File: config.mk
export PLATFORM = sky130hd
export DESIGN_NAME = i2s_rx_ctrl
export DESIGN_NICKNAME = d
export VERILOG_FILES = /design/src/rtl/i2s_rx_ctrl.sv
export SDC_FILE = /design/constraint.sdc
export NUM_CORES = 1
export LEC_CHECK = 0
export BUFFER_PORTS_ARGS = -buffer_cell sky130_fd_sc_hd__buf_2
export CAP_MARGIN = 20
export CORE_ASPECT_RATIO = 1.2
export CORE_MARGIN = 2
export CORE_UTILIZATION = 52
export DETAILED_ROUTE_END_ITERATION = 10
export PLACE_DENSITY = 0.79
export SYNTH_ARGS = -nofsm -noshare
export SYNTH_HDL_FRONTEND = slang
export SYNTH_SLANG_ARGS = --single-unit
File: constraint.sdc
create_clock -name HCLK -period 4.9 [get_ports HCLK]
set_input_delay 0.735 -clock HCLK [delete_from_list [all_inputs] [get_ports HCLK]]
set_output_delay 0.735 -clock HCLK [all_outputs]
set_load 0.005 [all_outputs]
File: src/rtl/i2s_rx_ctrl.sv
// I2S capture sequencer: frame detection, channel select, decimation and a 32-bit sample FIFO.
// Build option: define I2S_RX_CTRL_SIGNEXT_EN to push 24-bit samples sign-extended to 32 bits.
module i2s_rx_ctrl #(
   parameter int DEPTH  = 16,
   parameter int AW     = 4,
   parameter int SETTLE = 2
) (
   input  logic          HCLK,
   input  logic          HRESET,
   input  logic          en,
   input  logic [1:0]    mode,
   input  logic [7:0]    decim,
   input  logic [AW:0]   thresh,
   input  logic          flush,
   input  logic          ws,
   input  logic [63:0]   rx_data,
   input  logic          rd_en,
   output logic [31:0]   rd_data,
   output logic          empty,
   output logic          full,
   output logic [AW:0]   level,
   output logic          irq,
   output logic          ovr,
   input  logic          clr_ovr,
   output logic          mode_err,
   output logic          busy
);

   typedef enum logic [2:0] {
      S_IDLE   = 3'd0,
      S_SYNC   = 3'd1,
      S_WAIT   = 3'd2,
      S_SETTLE = 3'd3,
      S_PUSH_L = 3'd4,
      S_PUSH_R = 3'd5
   } state_t;

   localparam logic [3:0]  SETTLE_W = 4'(SETTLE);
   localparam logic [AW:0] DEPTH_W  = (AW+1)'(DEPTH);

   function automatic logic [31:0] fmt_word(input logic [31:0] d);
`ifdef I2S_RX_CTRL_SIGNEXT_EN
      return {{8{d[23]}}, d[23:0]};
`else
      return d;
`endif
   endfunction

   state_t        state_q, state_d;
   logic          ws_d_q;
   logic [3:0]    settle_q, settle_d;
   logic [7:0]    dcnt_q, dcnt_d;
   logic          both_q, both_d;
   logic          merr_q, merr_d;
   logic          busy_q;
   logic          edge_s;
   logic          push_s;
   logic          merr_set_s;
   logic [31:0]   push_word_s;

   logic [31:0]   mem_q [DEPTH];
   logic [AW-1:0] wr_ptr_q, wr_ptr_d;
   logic [AW-1:0] rd_ptr_q, rd_ptr_d;
   logic [AW:0]   level_q, level_d;
   logic [31:0]   head_q, head_d;
   logic          empty_q, full_q;
   logic          irq_q;
   logic          ovr_q, ovr_d;
   logic          do_pop_s, do_push_s, ovr_set_s, wr_en_s;

   // Right channel just completed: a whole stereo frame is valid.
   assign edge_s = ws_d_q & ~ws;

   // Capture sequencer next-state logic.
   always_comb begin
      state_d     = state_q;
      settle_d    = settle_q;
      dcnt_d      = dcnt_q;
      both_d      = both_q;
      push_s      = 1'b0;
      push_word_s = 32'd0;
      merr_set_s  = 1'b0;
      case (state_q)
         S_IDLE: begin
            if (en) state_d = S_SYNC;
            else    state_d = S_IDLE;
         end
         S_SYNC: begin
            if (!en) begin
               state_d = S_IDLE;
            end else if (edge_s) begin
               state_d = S_WAIT;
               dcnt_d  = 8'd0;
            end else begin
               state_d = S_SYNC;
            end
         end
         S_WAIT: begin
            if (!en) begin
               state_d = S_IDLE;
            end else if (edge_s) begin
               state_d  = S_SETTLE;
               settle_d = SETTLE_W;
            end else begin
               state_d = S_WAIT;
            end
         end
         S_SETTLE: begin
            if (!en) begin
               state_d = S_IDLE;
            end else if (settle_q != 4'd0) begin
               settle_d = settle_q - 4'd1;
            end else if (dcnt_q != 8'd0) begin
               dcnt_d  = dcnt_q - 8'd1;
               state_d = S_WAIT;
            end else begin
               dcnt_d = decim;
               // Mode is latched here so a pair in flight is unaffected by later changes.
               both_d = (mode == 2'b10);
               case (mode)
                  2'b00:   state_d = S_PUSH_L;
                  2'b01:   state_d = S_PUSH_R;
                  2'b10:   state_d = S_PUSH_L;
                  default: begin
                     merr_set_s = 1'b1;
                     state_d    = S_WAIT;
                  end
               endcase
            end
         end
         S_PUSH_L: begin
            push_s      = 1'b1;
            push_word_s = fmt_word(rx_data[31:0]);
            if (both_q) state_d = S_PUSH_R;
            else        state_d = S_WAIT;
         end
         S_PUSH_R: begin
            push_s      = 1'b1;
            push_word_s = fmt_word(rx_data[63:32]);
            state_d     = S_WAIT;
         end
         default: begin
            state_d = S_IDLE;
         end
      endcase
   end

   assign do_pop_s  = rd_en & ~empty_q;
   assign do_push_s = push_s & (~full_q | do_pop_s);
   assign ovr_set_s = push_s & full_q & ~do_pop_s & ~flush;
   assign wr_en_s   = do_push_s & ~flush;

   // FIFO pointer, level and registered head-word next-state logic.
   always_comb begin
      wr_ptr_d = wr_ptr_q;
      rd_ptr_d = rd_ptr_q;
      level_d  = level_q;
      head_d   = head_q;
      if (flush) begin
         wr_ptr_d = {AW{1'b0}};
         rd_ptr_d = {AW{1'b0}};
         level_d  = {(AW+1){1'b0}};
         head_d   = 32'd0;
      end else begin
         wr_ptr_d = wr_ptr_q + {{(AW-1){1'b0}}, do_push_s};
         rd_ptr_d = rd_ptr_q + {{(AW-1){1'b0}}, do_pop_s};
         level_d  = level_q + {{AW{1'b0}}, do_push_s} - {{AW{1'b0}}, do_pop_s};
         if (level_d == {(AW+1){1'b0}}) begin
            head_d = 32'd0;
         end else if (level_q == {{AW{1'b0}}, do_pop_s}) begin
            // Storage holds nothing else: the word being written becomes the head.
            head_d = push_word_s;
         end else begin
            head_d = mem_q[rd_ptr_d];
         end
      end
   end

   // Sticky status next-state; a new event wins over a same-cycle clear.
   always_comb begin
      ovr_d  = ovr_q;
      merr_d = merr_q;
      if (ovr_set_s)    ovr_d = 1'b1;
      else if (clr_ovr) ovr_d = 1'b0;
      else              ovr_d = ovr_q;
      if (merr_set_s)   merr_d = 1'b1;
      else if (clr_ovr) merr_d = 1'b0;
      else              merr_d = merr_q;
   end

   // Sample storage; contents need no reset.
   always_ff @(posedge HCLK) begin
      if (wr_en_s) mem_q[wr_ptr_q] <= push_word_s;
   end

   // State and status registers.
   always_ff @(posedge HCLK) begin
      if (HRESET) begin
         state_q  <= S_IDLE;
         ws_d_q   <= 1'b0;
         settle_q <= 4'd0;
         dcnt_q   <= 8'd0;
         both_q   <= 1'b0;
         merr_q   <= 1'b0;
         busy_q   <= 1'b0;
         wr_ptr_q <= {AW{1'b0}};
         rd_ptr_q <= {AW{1'b0}};
         level_q  <= {(AW+1){1'b0}};
         head_q   <= 32'd0;
         empty_q  <= 1'b1;
         full_q   <= 1'b0;
         irq_q    <= 1'b0;
         ovr_q    <= 1'b0;
      end else begin
         state_q  <= state_d;
         ws_d_q   <= ws;
         settle_q <= settle_d;
         dcnt_q   <= dcnt_d;
         both_q   <= both_d;
         merr_q   <= merr_d;
         busy_q   <= (state_d != S_IDLE);
         wr_ptr_q <= wr_ptr_d;
         rd_ptr_q <= rd_ptr_d;
         level_q  <= level_d;
         head_q   <= head_d;
         empty_q  <= (level_d == {(AW+1){1'b0}});
         full_q   <= (level_d == DEPTH_W);
         irq_q    <= (thresh != {(AW+1){1'b0}}) && (level_q >= thresh);
         ovr_q    <= ovr_d;
      end
   end

   assign rd_data  = head_q;
   assign empty    = empty_q;
   assign full     = full_q;
   assign level    = level_q;
   assign irq      = irq_q;
   assign ovr      = ovr_q;
   assign mode_err = merr_q;
   assign busy     = busy_q;

endmodule

Yosys cells after proc, flatten, opt, wreduce, memory -nomap -nowiden --
Memories as Yosys holds them, arrays and structs flattened. Index checks and enable logic that the tools add are counted.
Storage, ports and cells: flip-flop bits (word level) 68, memories kept 1, logic and storage cells 111, output and inout bits 43, RAM bits 512
Operators by class: add/subtract/negate cells 6, equality and inequality tests 16, bitwise gates (word level) 15, reductions and logical operators 21, magnitude comparators 1, mux-type cells 36
Memory list:
- mem_q | depth 16, width 32, read ports 1, clocked after Yosys merged registers in 0, write ports 1, line 61 | logic [31:0] mem_q [DEPTH];
Operators with widths (number):
- $pmux W32 S2 | 1
- $mux W8 | 5
- $mux W32 | 1
- $pmux W3 S6 | 1
- $mux W4 | 4
- $pmux W8 S2 | 1
- $ne A2 B2 Y1 const B | 7
- $mux W1 | 13
- $mux W3 | 4
- $logic_not A5 Y1 | 2
- $reduce_and A5 Y1 | 2
- $add A4 B1 Y4 | 2
- $pmux W4 S2 | 1
- $reduce_bool A2 Y1 | 4
- $reduce_bool A8 Y1 | 1
- $sub A8 B1 Y8 const B | 1
- $and A1 B1 Y1 | 7
- $not A1 Y1 | 7
- $eq A3 B2 Y1 const B | 2
- $eq A3 B3 Y1 const B | 2
- $mux W2 | 3
- $pmux W3 S2 | 1
- $reduce_or A2 Y1 | 3
- $reduce_or A3 Y1 | 2
- other kinds (18) | 18

Depth between registers and ports, before layout --
Gate-level depths: netlist (run 1).
depth after elaboration 8, depth in mapped cells 14, gate-level depth less buffers 13

Worst setup path after synthesis (run 1) --
OpenSTA, ideal clock, no wires.
kind input to register, start input port rd_en, end memory mem_q[0][0], enable pin, setup slack 535 ps, stages on the path 5, data arrival time 3904 ps, data required time 4439 ps, cells stage by stage nor2b_1 -> nand2b_1 -> nand2_1 -> or4_1 -> nor3_1
Between the ends: longest elaborated chain between the ends 6
Ends and longest elaborated chain:
- start: declaration | line 17 | input logic rd_en,
- $and A1 B1 Y1 | line 148 | assign do_pop_s = rd_en & ~empty_q;
- $or A1 B1 Y1 | line 149 | assign do_push_s = push_s & (~full_q | do_pop_s);
- $and A1 B1 Y1 | line 149
- $and A1 B1 Y1 | line 151 | assign wr_en_s = do_push_s & ~flush;
- $mux W1 | line 193 | if (wr_en_s) mem_q[wr_ptr_q] <= push_word_s;
- $mux W1 (implied by the code) | line 193
- end: declaration | line 61
Every way passes these cells.

Worst setup path in the final report (run 1) --
start register empty_q (netlist: empty), end register head_q[16] (netlist: rd_data[16])
Between the ends: longest elaborated chain between the ends 8
Ends and longest elaborated chain:
- start: declaration | line 66 | logic empty_q, full_q;
- start signal: assignment | line 226 | empty_q <= (level_d == {(AW+1){1'b0}});
- $not A1 Y1 * | line 148
- $and A1 B1 Y1 * | line 148
- $or A1 B1 Y1 | line 149
- $and A1 B1 Y1 | line 149
- $add A5 B1 Y5 | line 167 | level_d = level_q + {{AW{1'b0}}, do_push_s} - {{AW{1'b0}}, do_pop_s};
- $sub A5 B1 Y5 | line 167
- $logic_not A5 Y1 | line 168 | if (level_d == {(AW+1){1'b0}}) begin
- $reduce_or A3 Y1 (no line)
- end signal: assignment | line 209 | head_q <= 32'd0;
- end signal: assignment | line 225 | head_q <= head_d;
- end: declaration | line 65 | logic [31:0] head_q, head_d;
Every way passes the cells marked *; elsewhere a longest branch is shown, timed or not. A chain may end at the register's enable or synchronous reset.

==> metrics.txt, run 1 <==
CTS buffer count=52; DR pass1 iterations=5; WL final=53000 µm; mux share of post-synthesis cell area=14.0%; setup TNS=0 ns; largest family of logic cells by synthesized area=multiplexers; overall die width=196 µm; R2R Path Start=empty; CTS Hold Bufs=0; CP max FO=20; Sinks on Clock Net=580; number of flops mapped to enable cells by yosys=512; worst skew pair latency=0.58 ns; hold endpoint=ws_d_q; critical path arrival=3.90 ns; Port Buf Inserts=128; max_slew headroom=25.1%; r2r setup slk=1.43 ns; worst reg2reg endpoint=rd_data[16]; Tot GR Track Use=23.3%; Gate Count Post-Synth=1283; RSZ-0062 raised after global routing=false; Crit path required time=5.33 ns; Hold Crit Depth=2; vias in the first global route=13300; Synth-to-Final Area Change=14.2%; CTS tree=done; PostCTS Resize Cnt=0; Synth Flop Type=edfxtp_1; layout cells sized above 1=27.5%; skew final=0.0135 ns; Yosys reg bits=580; H-tree depth=2; Slew Viols, Final=0; global-route wire length before repair=78900 µm; drt via density=6.21; initial core utilization=52.7%; DP Area=24600 µm²; Synth top area share=66.8%; Synth area leader=edfxtp_1; Die Span Y=235 µm; cell leakage power=0.00869 µW; Synth Area in XOR/XNOR=0.571%; Synth Area in Simple Gates=6.12%; Final Cell Area=26300 µm²; Die Area=46000 µm²; HP Start=ws; CP startpoint kind=flop; max cap viols=0; syn_nets=1388; syn avg cell area=17.9 µm²; Worst-Margin Slew=1.12 ns; R2R depth=14; outcome=finished clean; Syn. warnings=0; Worst Hold Class=in -> reg; most frequent cells after synthesis=edfxtp_1, mux4_2, nor2_1; DRC errors left=0; Post-Syn Area=23000 µm²; initial antenna violation count=0; via count=12600; core area=43700 µm²; Power Total=11400 µW; # diodes=0; DR iter-0 viols=1456; Synth Area in Compound Gates=3.73%; routability cong.=0.805; post-layout net count=1540; worst setup path start=empty; post-synth cell types=51; Core Rows=84; Adder-Cell Fraction of Synth Area=1.07%; most frequent cell after synthesis=edfxtp_1; Area contributors post-synth=edfxtp_1, mux4_2, dfxtp_1; I/O pin cnt=129; Root Driver=clkbuf_16; Tcrit/Tclk final=70.8%; crit end category=flop; Final setup viols=0; PwrDens=432 nW/µm²; DP Wirelength=28500 µm; final hold vios=0; Seq/Total Area, Yosys=72.7%; DR WL/cell=26.0 µm; Peak VDD IR=362 µV; Max Freq=288 MHz; Clock transition at path regs=0.06 ns; total grt overflow=0; Routed Antenna Nets=0; post-CTS setup buffers=0; CTS Buffer Depth=3; critical path class=reg -> reg; asr flop ratio synth=0%; pin count of the biggest net entering global routing=39; min cycle time layout=3.47 ns
## worst max-delay path, stage by stage, from the launching register on
cell and delay [ns]:
dfxtp_1 0.31, nor2b_1 0.33, nand2b_1 0.20, nand2_1 0.11, ha_1 0.29, inv_1 0.04, ha_1 0.21, fa_1 0.43
a21oi_1 0.14, nor2_1 0.05, nor2_1 0.12, xnor2_1 0.14, o21ai_4 0.59, buf_12 0.27, a2111oi_0 0.09
## metal layers
metal,global-route usage [%],part of all wire (%),up-vias
met5,0,0,-
met4,8.38,3.3,0
met3,4.97,9.3,129
met2,40.7,51,724
met1,29.2,37,6404
li1,-,-,5389
## placed cells by master, fill, tap and decap left out, types with 17 or more instances in the layout
cell type | Yosys | routed
inv_1 | 17 | 17
mux4_2 | 128 | 128
buf_4 | 10 | 38
a21oi_1 | 19 | 19
nor2_1 | 109 | 97
and2_1 | 39 | 39
a211oi_1 | 33 | 33
clkbuf_16 | 0 | 53
nand2_1 | 77 | 77
dfxtp_1 | 68 | 67
a32o_1 | 31 | 31
mux2i_1 | 34 | 34
nor3_1 | 38 | 34
buf_2 | 11 | 128
edfxtp_1 | 512 | 512
## logic make-up (layout without fill, tap and decap cells)
family          Yosys count  in the layout
simple gates            304            304
buf+inv                  92            287
flops                   580            580
compound gates          111            111
fa+ha+maj                19             19
mux                     162            162
xor+xnor                 15             15
## flip-flops by register name, indices dropped and copies added (netlist names)
name,cells
ws_d_q,1
state_q,3
rd_data,32
mem_q,512
settle_q,4
ovr,1
dcnt_q,8
busy,1
both_q,1
mode_err,1
wr_ptr_q,4
level,5
empty,1
irq,1
full,1
rd_ptr_q,4
## stage by stage
stage               instances  utilization, %  hold slack, ns  setup WS, ns
finish                   2037            60.1           0.390          1.43
global route             2037            60.1           0.395          1.23
global placement         1938            56.3           0.464         0.972
floorplan                1283               -           0.450         0.535
CTS                      2035            60.1           0.371          1.42
detailed placement       1938            56.3           0.485         0.909
## worst max path at each step
stage,to,slack [ns],cells after the start
6_report,rd_data[16],1.43,14
5_1_grt,rd_data[16],1.23,14
4_1_cts,rd_data[16],1.42,14
3_5_place_dp,rd_data[16],0.91,15
3_3_place_gp,rd_data[16],0.97,15
2_1_floorplan,mem_q[0][0],0.53,5
## power breakdown
part	switching (µW)	total, µW	internal [µW]
clock network	1760	4010	2250
logic	1060	1910	848
registers	59.5	5440	5380
total	2880	11400	8480
## area by class of cell
type	count	area, µm²
inverters	17	63.8
fillers	2981	17400
repair buffers	173	1060
multi-input cells	611	6070
clock inverters	28	251
flip-flops and latches	580	16700
clock buffers	69	1420
well taps	559	699
No activity file was read; power rests on OpenSTA's default activity.
==> inputs of run 2 (changes only) <==
ABC_AREA = 1   (was not set)
PLACE_DENSITY = 0.78   (was 0.79)
clock period = 3.3 ns   (was 4.9 ns; I/O delays follow)
==> run 2 against run 1 <==
  * Die area grew 8.9%
  * Design area grew 11%
  * Sequential share of layout area shrank 6.2 points
  * Core utilization grew 0.69 points
  * Clock-buffer cell count grew 11
  * Area after synthesis grew 9.1%
  * Critical endpoint is now rd_data[21]
==> metrics.txt, run 2 <==
CTS Hold Bufs=0 (unchanged); CTS Buffer Depth=3 (unchanged); Power Total=16600 µW (was 11400 µW); Adder-Cell Fraction of Synth Area=0.976% (was 1.07%); asr flop ratio synth=0% (unchanged); CP Depth=13 (was 14); Worst Hold Class=in -> reg (unchanged); global-route wire length before repair=98700 µm (was 78900 µm); final hold vios=0 (unchanged); setup TNS=0 ns (unchanged); CP bufs+invs=3 (was 2); Final Cell Area=29100 µm² (was 26300 µm²); CTS buffer count=56 (was 52); family with the most delay on the worst path=adder cells (unchanged); Core Rows=88 (was 84); DR pass1 iterations=8 (was 5); vias in the first global route=18600 (was 13300); Synth area leader=edfxtp_1 (unchanged); RSZ-0062 raised after global routing=false (unchanged); pin count of the biggest net entering global routing=81 (was 39); Synth Flop Type=edfxtp_1 (unchanged); Synth Area in Compound Gates=3.71% (was 3.73%); Clock transition at path regs=0.07 ns (was 0.06 ns); most frequent cells after synthesis=nand2_1, edfxtp_1, nor2_1 (was edfxtp_1, mux4_2, nor2_1); fin util=60.8% (was 60.1%); largest family of logic cells by synthesized area=simple AND/OR/NAND/NOR gates (was multiplexers); post-synth cell types=27 (was 51); Root Driver=clkbuf_16 (unchanged); cell leakage power=0.0120 µW (was 0.00869 µW); max cap viols=0 (unchanged); PwrDens=570 nW/µm² (was 432 nW/µm²); Comb power frac=10.9% (was 16.8%); Worst Setup EP=rd_data[21] (was rd_data[16]); Tot GR Track Use=25.8% (was 23.3%); WL final=64100 µm (was 53000 µm); Syn. warnings=0 (unchanged); Yosys reg bits=580 (unchanged); most frequent cells in the layout=nand2_1, edfxtp_1, nor2_1 (was edfxtp_1, mux4_2, buf_2); Most Crowded Layer GR=met2 (unchanged); worst skew pair latency=0.60 ns (was 0.58 ns); total grt overflow=0 (unchanged); placed insts=3235 (was 1938); PostCTS Resize Cnt=0 (unchanged); mux share of post-synthesis cell area=0% (was 14.0%); commonest non-fill, non-tap cell in the layout=nand2_1 (was edfxtp_1); DR WL/cell=19.2 µm (was 26.0 µm); CTS tree=done (unchanged); H-tree depth=2 (unchanged); Port Buf Inserts=128 (unchanged); max_slew headroom=29.0% (was 25.1%); overall die width=205 µm (was 196 µm); switching share of power=23.9% (was 25.3%); critical path class=reg -> reg (unchanged); Sinks on Clock Net=580 (unchanged); number of flops mapped to enable cells by yosys=512 (unchanged); R2R depth=13 (was 14); fillers=3688 (was 2981); Seq/Total Area, Yosys=66.6% (was 72.7%); DR iter-0 viols=1669 (was 1456); drt via density=5.50 (was 6.21); syn avg cell area=9.99 µm² (was 17.9 µm²); worst reg2reg endpoint=rd_data[21] (was rd_data[16]); r2r setup slk=0.44 ns (was 1.43 ns); DP Area=27100 µm² (was 24600 µm²); skew final=0.0126 ns (was 0.0135 ns); DRC errors left=0 (unchanged); outcome=finished clean (unchanged); most frequent cell after synthesis=nand2_1 (was edfxtp_1); min cycle time layout=2.86 ns (was 3.47 ns); critical path arrival=3.36 ns (was 3.90 ns); M2 GR Usage=45.3% (was 40.7%); Synth-to-Final Area Change=16.0% (was 14.2%); largest register by flop count=mem_q (unchanged); initial core utilization=52.4% (was 52.7%); I/O pin cnt=129 (unchanged); Peak VDD IR=533 µV (was 362 µV); Max Freq=349 MHz (was 288 MHz); crit end category=flop (unchanged); worst setup path start=state_q[2] (was empty); syn_nets=2619 (was 1388); post-layout net count=2768 (was 1540); critical path cell sequence=nand2_1 -> nor2_1 -> inv_1 -> ha_1 -> inv_1 -> ha_1 -> fa_1 -> xor2_1 -> nor3_1 -> nand3_2 -> buf_12 -> nand3_1 -> nor2_1 (was nor2b_1 -> nand2b_1 -> nand2_1 -> ha_1 -> inv_1 -> ha_1 -> fa_1 -> a21oi_1 -> nor2_1 -> nor2_1 -> xnor2_1 -> o21ai_4 -> buf_12 -> a2111oi_0); R2R Path Start=state_q[2] (was empty); max reg flops=512 (unchanged); Tcrit/Tclk final=86.8% (was 70.8%); Final setup viols=0 (unchanged); CP max-delay cell=fa_1 (was o21ai_4); CP startpoint kind=flop (unchanged); Slew Viols, Final=0 (unchanged); initial antenna violation count=0 (unchanged); # diodes=0 (unchanged); Seq pwr share=47.9% (about the same); clock power share=41.2% (was 35.3%); CP peak stage delay=0.44 ns (was 0.59 ns); routability cong.=0.844 (was 0.805); Die Area=50100 µm² (was 46000 µm²); Crit path required time=3.80 ns (was 5.33 ns); P_int=12600 µW (was 8480 µW); met3 usage=4.39% (was 4.97%); Synth top area share=61.2% (was 66.8%); Die Span Y=245 µm (was 235 µm); post-route insts no fill=3339 (was 2037); core area=47900 µm² (was 43700 µm²); met1 Track Usage GR=31.3% (was 29.2%); Synth Area in XOR/XNOR=0.269% (was 0.571%); post-CTS setup buffers=0 (unchanged); layout cells sized above 1=15.0% (was 27.5%); Gate Count Post-Synth=2514 (was 1283); Routed Antenna Nets=0 (unchanged); Sw Pwr=3980 µW (was 2880 µW); via count=18400 (was 12600); DP Wirelength=36300 µm (was 28500 µm); Post-Syn Area=25100 µm² (was 23000 µm²); Area contributors post-synth=edfxtp_1, nand2_1, nor2_1 (was edfxtp_1, mux4_2, dfxtp_1); Worst-Margin Slew=1.06 ns (was 1.12 ns); CP max FO=33 (was 20); Synth Area in Simple Gates=22.4% (was 6.12%)
## run 2: per-layer routing
layer | vias to the layer above | wire (µm)
met3 | 160 | 5490
met4 | 0 | 2460
li1 | 8555 | -
met5 | - | 0
met1 | 8744 | 23800
met2 | 898 | 32400
## run 2: final cells by class
class                           count  area, µm²  area share [%]
Sequential cell                   580      16700            57.4
Multi-Input combinational cell   1555       7070            24.3
Clock buffer                       80       1660            5.71
Timing Repair Buffer              217       1580            5.44
Inverter                          253        957            3.29
Tap cell                          630        788            2.71
Clock inverter                     24        339            1.16
## run 2: how the worst min path moves through the flow
stage | from | endpoint | slack (ns) | cells after the start
final | ws | ws_d_q | 0.13 | 3
after global routing | ws | ws_d_q | 0.11 | 3
after CTS | ws | ws_d_q | 0.10 | 3
after detailed placement | dcnt_q[1] | dcnt_q[1] | 0.46 | 2
after global placement | dcnt_q[7] | dcnt_q[7] | 0.45 | 2
after floorplan | settle_q[1] | settle_q[1] | 0.44 | 2
## run 2: cell families (layout without fill, tap and decap cells)
group	count (synthesis)	in the layout
compound gates	165	165
flops	580	580
buf+inv	379	574
simple gates	1365	1365
fa+ha+maj	19	19
xor+xnor	6	6
## run 2: power groups by stage
stage / sequential [µW] / combinational, µW / clock (µW)
after floorplan: 8110 / 1140 / 0
after global placement: 8130 / 1700 / 0
after detailed placement: 8130 / 1770 / 0
after CTS: 7970 / 1790 / 6900
after global routing: 7970 / 1980 / 7200
final: 7970 / 1810 / 6840
## run 2: metrics by stage
step	setup WS, ns	hold slack [ns]
2_1_floorplan	0.322	0.445
3_3_place_gp	0.335	0.452
3_5_place_dp	0.270	0.456
6_report	0.435	0.130
4_1_cts	0.446	0.101
5_1_grt	0.158	0.112
## run 2: worst register-to-register path: cells and delay by family, from the launching register on
family | cells | cell delay [ns]
xor+xnor | 1 | 0.20
simple gates | 6 | 0.92
flops | 1 | 0.41
fa+ha+maj | 3 | 0.91
buf+inv | 3 | 0.32
==> inputs of run 3 (changes only) <==
PLACE_DENSITY = 0.75   (was 0.78)
==> run 3 against run 2 <==
  * First-iteration DRC count down 9.6%
  * Flip-flop and latch count is the same
  * Critical path depth unchanged
  * Worst setup slack lost 0.15 ns
  * Non-clock buffer count shrank 1
  * Power is 2.7% lower
  * Combinational power about the same
  * Hold slack worse by 0.026 ns
  * Critical path type unchanged
  * Largest cell class unchanged
==> metrics.txt, run 3 (same netlist as run 2, synthesis figures left out) <==
Synth-to-Final Area Change=15.7% (was 16.0%); post-CTS setup buffers=0 (unchanged); initial core utilization=52.4% (unchanged); WHS=0.104 ns (was 0.130 ns); Tcrit/Tclk final=91.4% (was 86.8%); skew final=0.0261 ns (was 0.0126 ns); DR WL/cell=18.9 µm (was 19.2 µm); critical path class=reg -> reg (unchanged); layout cells sized above 1=14.7% (was 15.0%); total grt overflow=0 (unchanged); PwrDens=556 nW/µm² (was 570 nW/µm²); max_slew headroom=26.3% (was 29.0%); Routed Antenna Nets=0 (unchanged); setup TNS=0 ns (unchanged); Tot GR Track Use=25.4% (was 25.8%); CTS Buffer Depth=3 (unchanged); most frequent cells in the layout=nand2_1, edfxtp_1, nor2_1 (unchanged); via count=18200 (was 18400); Final setup viols=0 (unchanged); r2r setup slk=0.28 ns (was 0.44 ns); pin count of the biggest net entering global routing=186 (was 81); commonest non-fill, non-tap cell in the layout=nand2_1 (unchanged); Die Span Y=245 µm (unchanged); DP Wirelength=35200 µm (was 36300 µm); global-route wire length before repair=97400 µm (was 98700 µm); routability cong.=0.840 (was 0.844); CTS buffer count=55 (was 56); Sinks on Clock Net=580 (unchanged); max reg flops=512 (unchanged); DR iter-0 viols=1508 (was 1669); Die Area=50100 µm² (unchanged); Slew Viols, Final=0 (unchanged); Worst-Margin Slew=1.10 ns (was 1.06 ns); worst skew pair latency=0.62 ns (was 0.60 ns); Crit path required time=3.78 ns (was 3.80 ns); largest register by flop count=mem_q (unchanged); vias in the first global route=18000 (was 18600); CP max FO=33 (unchanged); core area=47900 µm² (unchanged); post-layout net count=2766 (was 2768); Max Freq=332 MHz (was 349 MHz); Core Rows=88 (unchanged); DR pass1 iterations=6 (was 8); DRC errors left=0 (unchanged); worst reg2reg endpoint=rd_data[27] (was rd_data[21]); Clock transition at path regs=0.07 ns (about the same); worst setup path start=state_q[2] (unchanged); R2R depth=13 (unchanged); crit end category=flop (unchanged); outcome=finished clean (unchanged); Worst Hold Class=in -> reg (unchanged); # diodes=0 (unchanged); CTS Hold Bufs=0 (unchanged); overall die width=205 µm (unchanged); min cycle time layout=3.02 ns (was 2.86 ns); Worst Setup EP=rd_data[27] (was rd_data[21]); I/O pin cnt=129 (unchanged); critical path arrival=3.49 ns (was 3.36 ns); R2R Path Start=state_q[2] (unchanged); Port Buf Inserts=128 (unchanged); WL final=63100 µm (was 64100 µm); Peak VDD IR=513 µV (was 533 µV); max cap viols=0 (unchanged); initial antenna violation count=0 (unchanged); drt via density=5.46 (was 5.50); H-tree depth=2 (unchanged); CTS tree=done (unchanged); RSZ-0062 raised after global routing=false (unchanged); cell leakage power=0.0119 µW (was 0.0120 µW); PostCTS Resize Cnt=0 (unchanged); CP startpoint kind=flop (unchanged); Root Driver=clkbuf_16 (unchanged); final hold vios=0 (unchanged)
[run 3: cell count changes in the layout (fill, tap and decap cells not counted)]
| cell | delta |
|---|---|
| inv_6 | +3 |
| clkinv_8 | +1 |
| bufinv_16 | -3 |
| clkbuf_16 | -1 |
| clkinv_2 | +5 |
| clkinv_1 | +3 |
| buf_4 | -10 |
| clkbuf_1 | +2 |
| buf_12 | +9 |
| inv_8 | -1 |
| clkbuf_8 | -10 |
| clkinvlp_4 | +1 |
[run 3: worst min-delay path by stage]
stage                 from  depth (start not counted)  slack, ns     endpoint
2_1_floorplan  settle_q[1]                          2       0.44  settle_q[1]
3_3_place_gp     dcnt_q[7]                          2       0.45    dcnt_q[7]
3_5_place_dp     dcnt_q[7]                          2       0.46    dcnt_q[7]
4_1_cts                 ws                          3       0.09       ws_d_q
5_1_grt                 ws                          3       0.13       ws_d_q
6_report                ws                          3       0.10       ws_d_q
[run 3: area by class of cell]
class	count	area, µm²
Multi-Input combinational cell	1555	7070
Fill cell	3781	18800
Tap cell	630	788
Sequential cell	580	16700
Inverter	253	957
Clock inverter	33	324
Timing Repair Buffer	216	1690
Clock buffer	71	1510
[run 3: per-layer routing]
layer / part of all wire [%] / routed length [µm] / track usage [%]
met5: 0 / 0 / 0
met4: 3.8 / 2430 / 10.7
met3: 8.3 / 5240 / 4.04
met2: 49 / 30900 / 43.5
met1: 39 / 24600 / 32.1
[run 3: report_power, final]
group          total, µW  internal, µW  switching, µW
combinational       1820           584           1230
sequential          7970          7930           42.2
clock               6380          3640           2750
[run 3: through the flow]
step	utilization [%]	cells	cell area, µm²	setup WS, ns	power, µW
after floorplan	-	2514	25100	0.322	9260
after global placement	56.8	3231	27200	0.306	9840
after detailed placement	56.8	3231	27200	0.162	9910
after CTS	60.6	3335	29000	0.319	16200
after global routing	60.7	3338	29100	0.0680	16700
final	60.7	3338	29100	0.285	16200
[run 3: worst max-delay path, cell delays in order, from the launching register on]
cell and delay, ns:
dfxtp_1 0.41, nand2_1 0.20, nor2_1 0.18, inv_1 0.08
ha_1 0.28, inv_1 0.04, ha_1 0.21, fa_1 0.44
xor2_1 0.19, nor3_1 0.28, nand3_2 0.16, buf_12 0.22
nand3_1 0.10, nor2_1 0.07
